$ cat config.mk
export PLATFORM = sky130hd
export DESIGN_NAME = system_loader
export DESIGN_NICKNAME = d
export VERILOG_FILES = /design/src/rtl/system_loader.sv
export SDC_FILE = /design/constraint.sdc
export NUM_CORES = 1
export LEC_CHECK = 0
export ABC_CLOCK_PERIOD_IN_PS = 2540
export CORE_MARGIN = 2
export CORE_UTILIZATION = 53
export DETAILED_ROUTE_END_ITERATION = 10
export DONT_BUFFER_PORTS = 1
export PLACE_DENSITY_LB_ADDON = 0.1
export SYNTH_ARGS = -nofsm -noshare
export SYNTH_HDL_FRONTEND = slang
export SYNTH_SLANG_ARGS = --single-unit
$ cat constraint.sdc
create_clock -name clk -period 2.54 [get_ports clk]
set_input_delay 0.508 -clock clk [delete_from_list [all_inputs] [get_ports clk]]
set_output_delay 0.508 -clock clk [all_outputs]
set_load 0.02 [all_outputs]
$ cat src/rtl/system_loader.sv
// System loader: streams IRAM/DRAM images in, starts the CPU and times the run,
// and streams DRAM contents back out on a valid/ready response channel.
module system_loader #(
  parameter int unsigned W_I     = 16,
  parameter int unsigned W_D     = 8,
  parameter int unsigned I_DEPTH = 256,
  parameter int unsigned D_DEPTH = 256,
  parameter int unsigned W_S     = 16,
  localparam int unsigned AI     = $clog2(I_DEPTH),
  localparam int unsigned AD     = $clog2(D_DEPTH)
) (
  input  logic           clk,
  input  logic           rstn,
  input  logic           s_valid,
  output logic           s_ready,
  input  logic [W_S-1:0] s_data,
  output logic           m_valid,
  input  logic           m_ready,
  output logic [W_S-1:0] m_data,
  output logic           m_last,
  output logic           iram_write,
  output logic [AI-1:0]  iram_addr,
  output logic [W_I-1:0] iram_din,
  output logic           dram_write,
  output logic [AD-1:0]  dram_addr,
  output logic [W_D-1:0] dram_din,
  input  logic [W_D-1:0] dram_dout,
  output logic           cpu_start,
  input  logic           cpu_idle,
  output logic           busy,
  output logic           err
);

  localparam int unsigned CW = W_S - 2;

  localparam logic [2:0] S_IDLE      = 3'd0;
  localparam logic [2:0] S_LOAD_I    = 3'd1;
  localparam logic [2:0] S_LOAD_D    = 3'd2;
  localparam logic [2:0] S_RUN_START = 3'd3;
  localparam logic [2:0] S_RUN_WAIT  = 3'd4;
  localparam logic [2:0] S_RUN_RESP  = 3'd5;
  localparam logic [2:0] S_DUMP_RD   = 3'd6;
  localparam logic [2:0] S_DUMP_TX   = 3'd7;

  logic [2:0]     state_q, state_d;
  logic [CW-1:0]  cnt_q, len_q;
  logic [W_S-1:0] cyc_q, data_q;
  logic           tx_first_q, err_q;
  logic [1:0]     hdr_cmd;
  logic [CW-1:0]  hdr_len;
  logic           last_word, i_in_range, d_in_range, dump_last;

  assign hdr_cmd    = s_data[W_S-1 -: 2];
  assign hdr_len    = s_data[CW-1:0];
  assign last_word  = (cnt_q == len_q);
  assign i_in_range = (32'(cnt_q) < I_DEPTH);
  assign d_in_range = (32'(cnt_q) < D_DEPTH);
  assign dump_last  = last_word || (32'(cnt_q) == D_DEPTH - 1);

  // Both memories are addressed by the shared word counter.
  assign iram_addr = AI'(cnt_q);
  assign dram_addr = AD'(cnt_q);
  assign iram_din  = s_data[W_I-1:0];
  assign dram_din  = s_data[W_D-1:0];
  assign busy      = (state_q != S_IDLE);
  assign err       = err_q;

  // State register
  always_ff @(posedge clk or negedge rstn) begin
    if (!rstn) state_q <= S_IDLE;
    else       state_q <= state_d;
  end

  // Next state and per-state strobes
  always_comb begin
    state_d    = state_q;
    s_ready    = 1'b0;
    m_valid    = 1'b0;
    m_last     = 1'b0;
    m_data     = '0;
    iram_write = 1'b0;
    dram_write = 1'b0;
    cpu_start  = 1'b0;
    case (state_q)
      S_IDLE: begin
        s_ready = 1'b1;
        if (s_valid) begin
          case (hdr_cmd)
            2'b00:   state_d = S_LOAD_I;
            2'b01:   state_d = S_LOAD_D;
            2'b10:   state_d = S_RUN_START;
            default: state_d = S_DUMP_RD;
          endcase
        end
      end
      S_LOAD_I: begin
        s_ready = 1'b1;
        if (s_valid) begin
          iram_write = i_in_range;
          if (last_word) state_d = S_IDLE;
        end
      end
      S_LOAD_D: begin
        s_ready = 1'b1;
        if (s_valid) begin
          dram_write = d_in_range;
          if (last_word) state_d = S_IDLE;
        end
      end
      S_RUN_START: begin
        cpu_start = 1'b1;
        state_d   = S_RUN_WAIT;
      end
      S_RUN_WAIT: begin
        if (cpu_idle) state_d = S_RUN_RESP;
      end
      S_RUN_RESP: begin
        m_valid = 1'b1;
        m_last  = 1'b1;
        m_data  = cyc_q;
        if (m_ready) state_d = S_IDLE;
      end
      S_DUMP_RD: begin
        state_d = S_DUMP_TX;
      end
      S_DUMP_TX: begin
        m_valid = 1'b1;
        m_last  = dump_last;
        // First TX cycle forwards the RAM output so a word can leave every two cycles.
        m_data  = tx_first_q ? W_S'(dram_dout) : data_q;
        if (m_ready) state_d = dump_last ? S_IDLE : S_DUMP_RD;
      end
      default: state_d = S_IDLE;
    endcase
  end

  // Counters, captured read data and sticky overflow flag
  always_ff @(posedge clk or negedge rstn) begin
    if (!rstn) begin
      cnt_q      <= '0;
      len_q      <= '0;
      cyc_q      <= '0;
      data_q     <= '0;
      tx_first_q <= 1'b0;
      err_q      <= 1'b0;
    end else begin
      tx_first_q <= 1'b0;
      case (state_q)
        S_IDLE: begin
          if (s_valid) begin
            cnt_q <= '0;
            len_q <= hdr_len;
            if (hdr_cmd == 2'b11 && 32'(hdr_len) >= D_DEPTH) err_q <= 1'b1;
          end
        end
        S_LOAD_I: begin
          if (s_valid) begin
            cnt_q <= cnt_q + CW'(1);
            if (!i_in_range) err_q <= 1'b1;
          end
        end
        S_LOAD_D: begin
          if (s_valid) begin
            cnt_q <= cnt_q + CW'(1);
            if (!d_in_range) err_q <= 1'b1;
          end
        end
        S_RUN_START: cyc_q <= '0;
        S_RUN_WAIT: begin
          if (cyc_q != '1) cyc_q <= cyc_q + W_S'(1);
        end
        S_DUMP_RD: tx_first_q <= 1'b1;
        S_DUMP_TX: begin
          if (tx_first_q) data_q <= W_S'(dram_dout);
          if (m_ready && !dump_last) cnt_q <= cnt_q + CW'(1);
        end
        default: ;
      endcase
    end
  end

endmodule

After elaboration in Yosys (flattened, before gate mapping):

Cells that the tools add are included.

* RAM bits: 0
* bits in registers: 65
* word-level logic and storage cells: 82
* memories: 0
* output and inout port bits: 64
* memory bits (read-only): 0
* latch bits: 0

* eq/ne operators: 23
* div/mod/pow operators: 0
* reductions and logical operators: 18
* bitwise operators: 0
* shift operators: 0
* $add $sub $neg: 2
* $lt $le $gt $ge: 2
* $mul: 0
* mux-type cells: 30

Operator list (count)
* case mux 16 bit (2 select lines): 2
* two-way mux 14 bit: 3
* case mux 14 bit (3 select lines): 1
* two-way mux 16 bit: 2
* two-way mux 3 bit: 7
* case mux 3 bit (7 select lines): 1
* adder 16 x 1 -> 16 bit, second input constant: 1
* != test 16 bit, second input constant: 1
* != test 2 bit, second input constant: 8
* adder 14 x 1 -> 14 bit, second input constant: 1
* == test 14 bit: 1
* == test 14 x 8 -> 1 bit, second input constant: 1
* >= comparator 14 x 9 -> 1 bit, second input constant: 1
* less-than comparator 14 x 9 -> 1 bit, second input constant: 1
* == test 3 bit, second input constant: 4
* two-way mux 1 bit: 11
* case mux 3 bit (3 select lines): 1
* == test 3 x 2 -> 1 bit, second input constant: 2
* AND reduction 6 bit: 1
* nonzero test 3 bit: 2
* AND reduction 5 bit: 1
* == test 2 bit, second input constant: 2
* != test 2 x 1 -> 1 bit, second input constant: 2
* case mux 1 bit (2 select lines): 2
* other kinds (12): 16

Longest topological paths before layout:

Gate-level depths: netlist of the first run.

* depth after elaboration: 6
* mapped depth: 8
* depth with buffers taken out: 7

Worst setup path after synthesis of the first run:

OpenSTA, ideal clock, no wires.

* path type: reg-to-reg
* start: reg cnt_q[0]
* end: reg cnt_q[11]
* cell stages (with the launch flop): 9
* slack: 0.226 ns
* library setup time: 0.078 ns
* arrival: 2.236 ns
* path buffers: 1
* clock period less this slack: 2.314 ns
* cell sequence: dfrtp_1 > ha_1 > and3_4 > and4_4 > o31a_4 > a211o_1 > buf_6 > or3_1 > a21oi_1

* cells in the longest elaborated chain, start to end: 6

Ends and longest elaborated chain
* start, declared: line 46 `logic [CW-1:0] cnt_q, len_q;`
* start signal, assigned: line 158 `cnt_q <= cnt_q + CW'(1);`
* start signal, assigned: line 164 `cnt_q <= cnt_q + CW'(1);`
* start signal, assigned: line 175 `if (m_ready && !dump_last) cnt_q <= cnt_q + CW'(1);`
* parallel branches: the longest is 6 deep, another holds adder 14 x 1 -> 14 bit

Parallel ways; which one is timed is not known. The select of a mux whose other input is x is not followed.
A chain may end at the register's enable or synchronous reset.

Worst setup path in the final report of the first run:

* start: reg cnt_q[5]
* end: out m_last

* cells in the longest elaborated chain, start to end: 3

Ends and longest elaborated chain
* == test 14 bit or == test 14 x 8 -> 1 bit (tied branches): line 55, 58
* logical OR 1 bit *: line 58 `assign dump_last = last_word || (32'(cnt_q) == D_DEPTH - 1);`
* case mux 1 bit (2 select lines) *: line 84 `case (state_q)`
* end, declared: line 20 `output logic m_last,`

Mark *: on every way between the ends. The rest lies on a longest branch, timed or not.

==> results of run 1 <==
==> layout make-up <==
class | count | area (um^2)
Clock buffer | 9 | 124
Sequential cell | 65 | 1630
Timing Repair Buffer | 35 | 287
Fill cell | 646 | 2780
Inverter | 7 | 26.3
Clock inverter | 7 | 119
Tap cell | 96 | 120
Multi-Input combinational cell | 285 | 1790
==> layout by cell type (no fill, tap or decap), types with 10 or more instances in the layout <==
cell type and n:
a21oi_1 15, and2_1 10, buf_4 33, dfrtp_1 63, mux2i_1 10, nand2_1 73, nand4_1 10, nor2_1 27
o21ai_0 21, xnor2_1 20
==> flip-flops by register name (all words and copies together) (netlist names) <==
signal      cells
err             1
cyc_q          16
tx_first_q      1
state_q         3
data_q         16
cnt_q          14
len_q          14
==> final timing paths <==
kind / slack, ps / end / cells after the start
hold reg to reg: 490 / data_q[12]$_DFFE_PN0N_ / 1
max in group asynchronous: 2220 / cnt_q[4]$_DFFE_PN0P_ / 1
min in group clk: 270 / len_q[4]$_DFFE_PN0P_ / 2
setup reg to reg: 200 / cnt_q[11]$_DFFE_PN0P_ / 7
hold / removal: 30 / cnt_q[6]$_DFFE_PN0P_ / 1
setup / recovery: 100 / m_last / 6
==> timing repair <==
item	CTS	global route
endpoints found under the setup margin	0	1
hold buffers	1	0
buffers inserted	0	2
endpoints found under the hold margin	65	0
gates resized for setup	0	7
==> power by group through the flow <==
stage	combinational [uW]	clock, uW	sequential (uW)
finish	1440	1070	1550
detailed placement	1390	0	1560
global route	1610	1140	1590
global placement	1380	0	1550
CTS	1420	1100	1550
floorplan	1180	0	1470
==> through the flow <==
step | power, uW | std cells | worst slack [ps] | area, um^2 | hold slack [ps]
after floorplan | 2650 | 413 | 226 | 3790 | 212
after global placement | 2930 | 485 | 272 | 3780 | 214
after detailed placement | 2950 | 485 | 215 | 3780 | 214
after CTS | 4070 | 502 | 24.9 | 4050 | 38.0
after global routing | 4350 | 504 | -0.119 | 4090 | 44.7
final | 4060 | 504 | 99.9 | 4090 | 27.5
==> worst register-to-register path, stage by stage (launching register included) <==
cell	delay [ps]
dfrtp_1	440
ha_1	220
and3_4	190
and4_4	200
o31a_4	310
a211o_1	390
or3_1	380
a21oi_1	140
==> per-layer routing <==
metal / vias to the layer above / GRT usage
met5: - / 0
met4: 0 / 0.0799
met3: 10 / 0.0476
met2: 94 / 0.293
met1: 1332 / 0.342
li1: 1366 / -
==> kinds of logic after synthesis <==
logic type      share of synthesized area
simple gates                        0.220
compound gates                      0.115
flops                               0.429
buf+inv                             0.104
xor+xnor                           0.0693
mux                                0.0532
fa+ha+maj                         0.00924
==> impl_metrics.tcl, run 1 <==
set metrics [dict create \
    status "complete, no violations" \
    tightest_slew_ps 556 \
    grt_pass1_vias 2592 \
    synth.area.top_cells "dfrtp_1, buf_4, nand2_1" \
    coreArea_um2 6870 \
    yosysMostFrequentCell "nand2_1" \
    start_kind "register" \
    io_buffer_count 0 \
    intPower_uw 2560 \
    io_pins 93 \
    drt_first_pass_iters 4 \
    routed_wl_mm 7.99 \
    yosysWarningCount 0 \
    ys_ff_latch 65 \
    synth_edf_count 0 \
    p_clk_frac 0.264 \
    clkSinkCount 65 \
    synthesis.nets 444 \
    finalSetupViolCount 0 \
    row_count 30 \
    dominantRegCellSynth "dfrtp_1" \
    yosys.area.top_type "dfrtp_1" \
    crit_required_ps 2030 \
    cts_tree "yes" \
    wl_met3_um 594 \
    antenna_found_initial 0 \
    p_per_area_nw_per_um2 992 \
    critPathBufInv 1 \
    cap_violations 0 \
    share_comb_of_total_power 0.354 \
    drv_slew 0 \
    dieArea_um2 7840 \
    start_util 0.552 \
    period_minus_slack_ps 2440 \
    clockBufferDepth 2 \
    top_layer "met4" \
    async_reset_ff_frac 1.00 \
    crit_chain "xnor2_1, nand4_1, nor4_4, nor2_2, a21oi_2, buf_4" \
    post-route-period-util 0.961 \
    grt_max_degree 66 \
    fin_setup_tns_ps 0 \
    vdd_drop_max_uv 632 \
    synth_top_cell_area_share 0.429 \
    grt_pass1_wl_mm 13.1 \
    num-nets-final 434 \
    area_delta_synth_final_pct 8.02 \
    hp-class "primary input to async pin" \
    crit_type "register to output pin" \
    wl_met1_mm 3.96 \
    drive_gt1_frac 0.189 \
    clkTransAtPathRegs_ps 70 \
    viasPerCell 5.56 \
    syn-cell-area_um2 3790 \
    first_iter_violations 112 \
    final.setup_skew_ps 10.1 \
    worstSkewPairLatency_ps 350 \
    cp-startpoint "cnt_q[5]$_DFFE_PN0P_" \
    die_h_um 88.6 \
    power_switching_share 0.369 \
    wire_per_inst_um 15.8 \
    cts-root-buf "clkbuf_8" \
    fin_util 0.596 \
    reg2reg_from "cnt_q[1]$_DFFE_PN0P_" \
    yosys.cell_types.count 51 \
    worstPathMaxFanout 5 \
    relSlewSlack 0.628 \
    die_x_um 88.6 \
    dp_hpwl_mm 5.57 \
    fmax_mhz 410 \
    path_delay_family "simple AND/OR/NAND/NOR gates" \
    critPathCaptureType "output pin" \
    critPathMaxStageDelay_ps 450 \
    p_seq_frac 0.382 \
    wl_met2_mm 3.32 \
    cellLeakagePower_uw 0.00183 \
    track_usage 0.218 \
    ys_seq_area_frac 0.429 \
    antenna_left 0 \
    synthCells 413 \
    drc 0 \
    overflow 0 \
    diodes 0 \
    hold_violations 0 \
    cts_made_buffers 9 \
    cp.arrival_ps 1930 \
    ys_top_cells_by_count "nand2_1, dfrtp_1, buf_4, nor2_1, xnor2_1" \
    gp_congestion 0.833 \
    htreeDepth 3 \
    num_vias 2802 \
    syn_area_per_cell_um2 9.18 \
    p_sw_uw 1500 \
    cpMaxStageDelayCell "dfrtp_1" \
]
No activity file was read; power rests on OpenSTA's default activity.
==> inputs of run 2 (changes only) <==
--- a/config.mk
+++ b/config.mk
@@ -10,7 +10,7 @@
 export CORE_UTILIZATION = 53
 export DETAILED_ROUTE_END_ITERATION = 10
 export DONT_BUFFER_PORTS = 1
-export PLACE_DENSITY_LB_ADDON = 0.1
+export PLACE_DENSITY = 0.79
 export SYNTH_ARGS = -nofsm -noshare
 export SYNTH_HDL_FRONTEND = slang
 export SYNTH_SLANG_ARGS = --single-unit
==> run 2 against run 1 <==
Clock power about the same. Final cell count down 1.6%. Design area down 1.1%. Hold slack better by 8.7 ps. Global-route usage about the same. Clock-buffer cell count up 1. Total power up 0.30%. Register-to-register slack worse by 50 ps. Sequential cell count unchanged. Maximum frequency down 2.6%. First-iteration DRC count up 40%. Largest power group unchanged.
==> impl_metrics.tcl, run 2 (synthesis gave the netlist of run 1 again) <==
set metrics [dict create \
    hp-class "primary input to async pin" \
    fin_util 0.589 \
    reg_top3 "cyc_q x16, data_q x16" \
    worst_hold_slack_ps 36.2 \
    cts-root-buf "clkbuf_8" \
    cap_violations 0 \
    multi_input_comb_area_um2 1790 \
    p_per_area_nw_per_um2 1010 \
    die_x_um 88.6 \
    antenna_left 0 \
    ff2ff_path_depth 7 \
    seqCellArea_um2 1630 \
    crit_required_ps 2030 \
    routed_wl_mm 8.02 \
    worstSkewPairLatency_ps 340 \
    io_pins 93 \
    dieArea_um2 7840 \
    drive_gt1_frac 0.173 \
    antenna_found_initial 0 \
    cellLeakagePower_uw 0.00180 \
    num_vias 2848 \
    grt_max_degree 66 \
    row_count 30 \
    dp_hpwl_mm 5.75 \
    status "complete, no violations" \
    worstPathMaxFanout 5 \
    crit_type "register to output pin" \
    clkTransAtPathRegs_ps 70 \
    final.setup_skew_ps 6.20 \
    grt_pass1_wl_mm 13.1 \
    start_kind "register" \
    clockBufferDepth 2 \
    wire_per_inst_um 16.2 \
    track_usage 0.219 \
    cts_made_buffers 9 \
    fin_setup_tns_ps 0 \
    vdd_drop_max_uv 514 \
    overflow 0 \
    tightest_slew_ps 665 \
    io_buffer_count 0 \
    num-nets-final 426 \
    area_delta_synth_final_pct 6.80 \
    drc 0 \
    cp-startpoint "cnt_q[0]$_DFFE_PN0P_" \
    gp_congestion 0.881 \
    final_cell_mix "nand2_1, dfrtp_1, nor2_1" \
    diodes 0 \
    grt_pass1_vias 2792 \
    nFillCells 598 \
    first_iter_violations 157 \
    fmax_mhz 399 \
    drt_first_pass_iters 4 \
    finalSetupViolCount 0 \
    post-route-period-util 0.986 \
    cts_tree "yes" \
    hold_violations 0 \
    drv_slew 0 \
    viasPerCell 5.74 \
    rsz0062_at_grt "yes" \
    reg2reg_from "cnt_q[1]$_DFFE_PN0P_" \
    die_h_um 88.6 \
    coreArea_um2 6870 \
    layout_commonest_cell "nand2_1" \
    power_uw 4070 \
    relSlewSlack 0.555 \
    htreeDepth 3 \
    cp.arrival_ps 2000 \
    clkSinkCount 65 \
    start_util 0.552 \
    period_minus_slack_ps 2500 \
    critPathCaptureType "output pin" \
]
[run 2: per-stage QoR]
stage	cells	worst slack [ps]	area, um^2
3_5_place_dp	479	126	3740
4_1_cts	496	15.9	4020
6_report	496	35.9	4050
5_1_grt	496	-81.3	4050
2_1_floorplan	413	226	3790
3_3_place_gp	479	218	3740
[run 2: report_power, final]
group	internal [uW]	switching [uW]
Combinational	603	825
Sequential	1290	268
Clock	682	408
Total	2570	1500
[run 2: timing repair]
| action | 4_1_cts | 5_1_grt |
|---|---|---|
| resized for setup | 0 | 9 |
| setup endpoints to repair | 0 | 10 |
| setup buffers | 0 | 0 |
| hold endpoints to repair | 65 | 0 |
| hold buffers | 1 | 0 |
[run 2: area by class of cell]
class,instances,share of cell area
clock inverters,6,0.0284
well taps,96,0.0297
inverters,7,0.00649
clock buffers,10,0.0340
multi-input cells,285,0.442
flip-flops and latches,65,0.402
repair buffers,27,0.0578
[run 2: critical path: stages (launching register included)]
cell and delay (ps):
dfrtp_1 410, buf_8 170, xnor2_2 130, nand4_1 160
nor4_4 410, nor2_2 100, a21oi_2 150, buf_6 130
[run 2: final timing paths]
kind,to,slack [ps]
setup / recovery,m_last,40
min in group clk,len_q[10]$_DFFE_PN0P_,270
hold reg to reg,data_q[9]$_DFFE_PN0N_,490
hold / removal,cnt_q[7]$_DFFE_PN0P_,40
max in group asynchronous,len_q[1]$_DFFE_PN0P_,2230
setup reg to reg,cnt_q[9]$_DFFE_PN0P_,150
[run 2: metal layers]
metal | share of wire | global-route usage
met4 | 0.012 | 0.0895
met5 | 0 | 0
met1 | 0.46 | 0.290
met3 | 0.058 | 0.0672
met2 | 0.47 | 0.336
==> inputs of run 3 (changes only) <==
--- a/config.mk
+++ b/config.mk
@@ -8,6 +8,7 @@
 export ABC_CLOCK_PERIOD_IN_PS = 2540
 export CORE_MARGIN = 2
 export CORE_UTILIZATION = 53
+export CTS_CLUSTER_DIAMETER = 60
 export DETAILED_ROUTE_END_ITERATION = 10
 export DONT_BUFFER_PORTS = 1
 export PLACE_DENSITY = 0.79
==> results of run 3 <==
Final layout, timing and power as in run 2 (identical DEF).
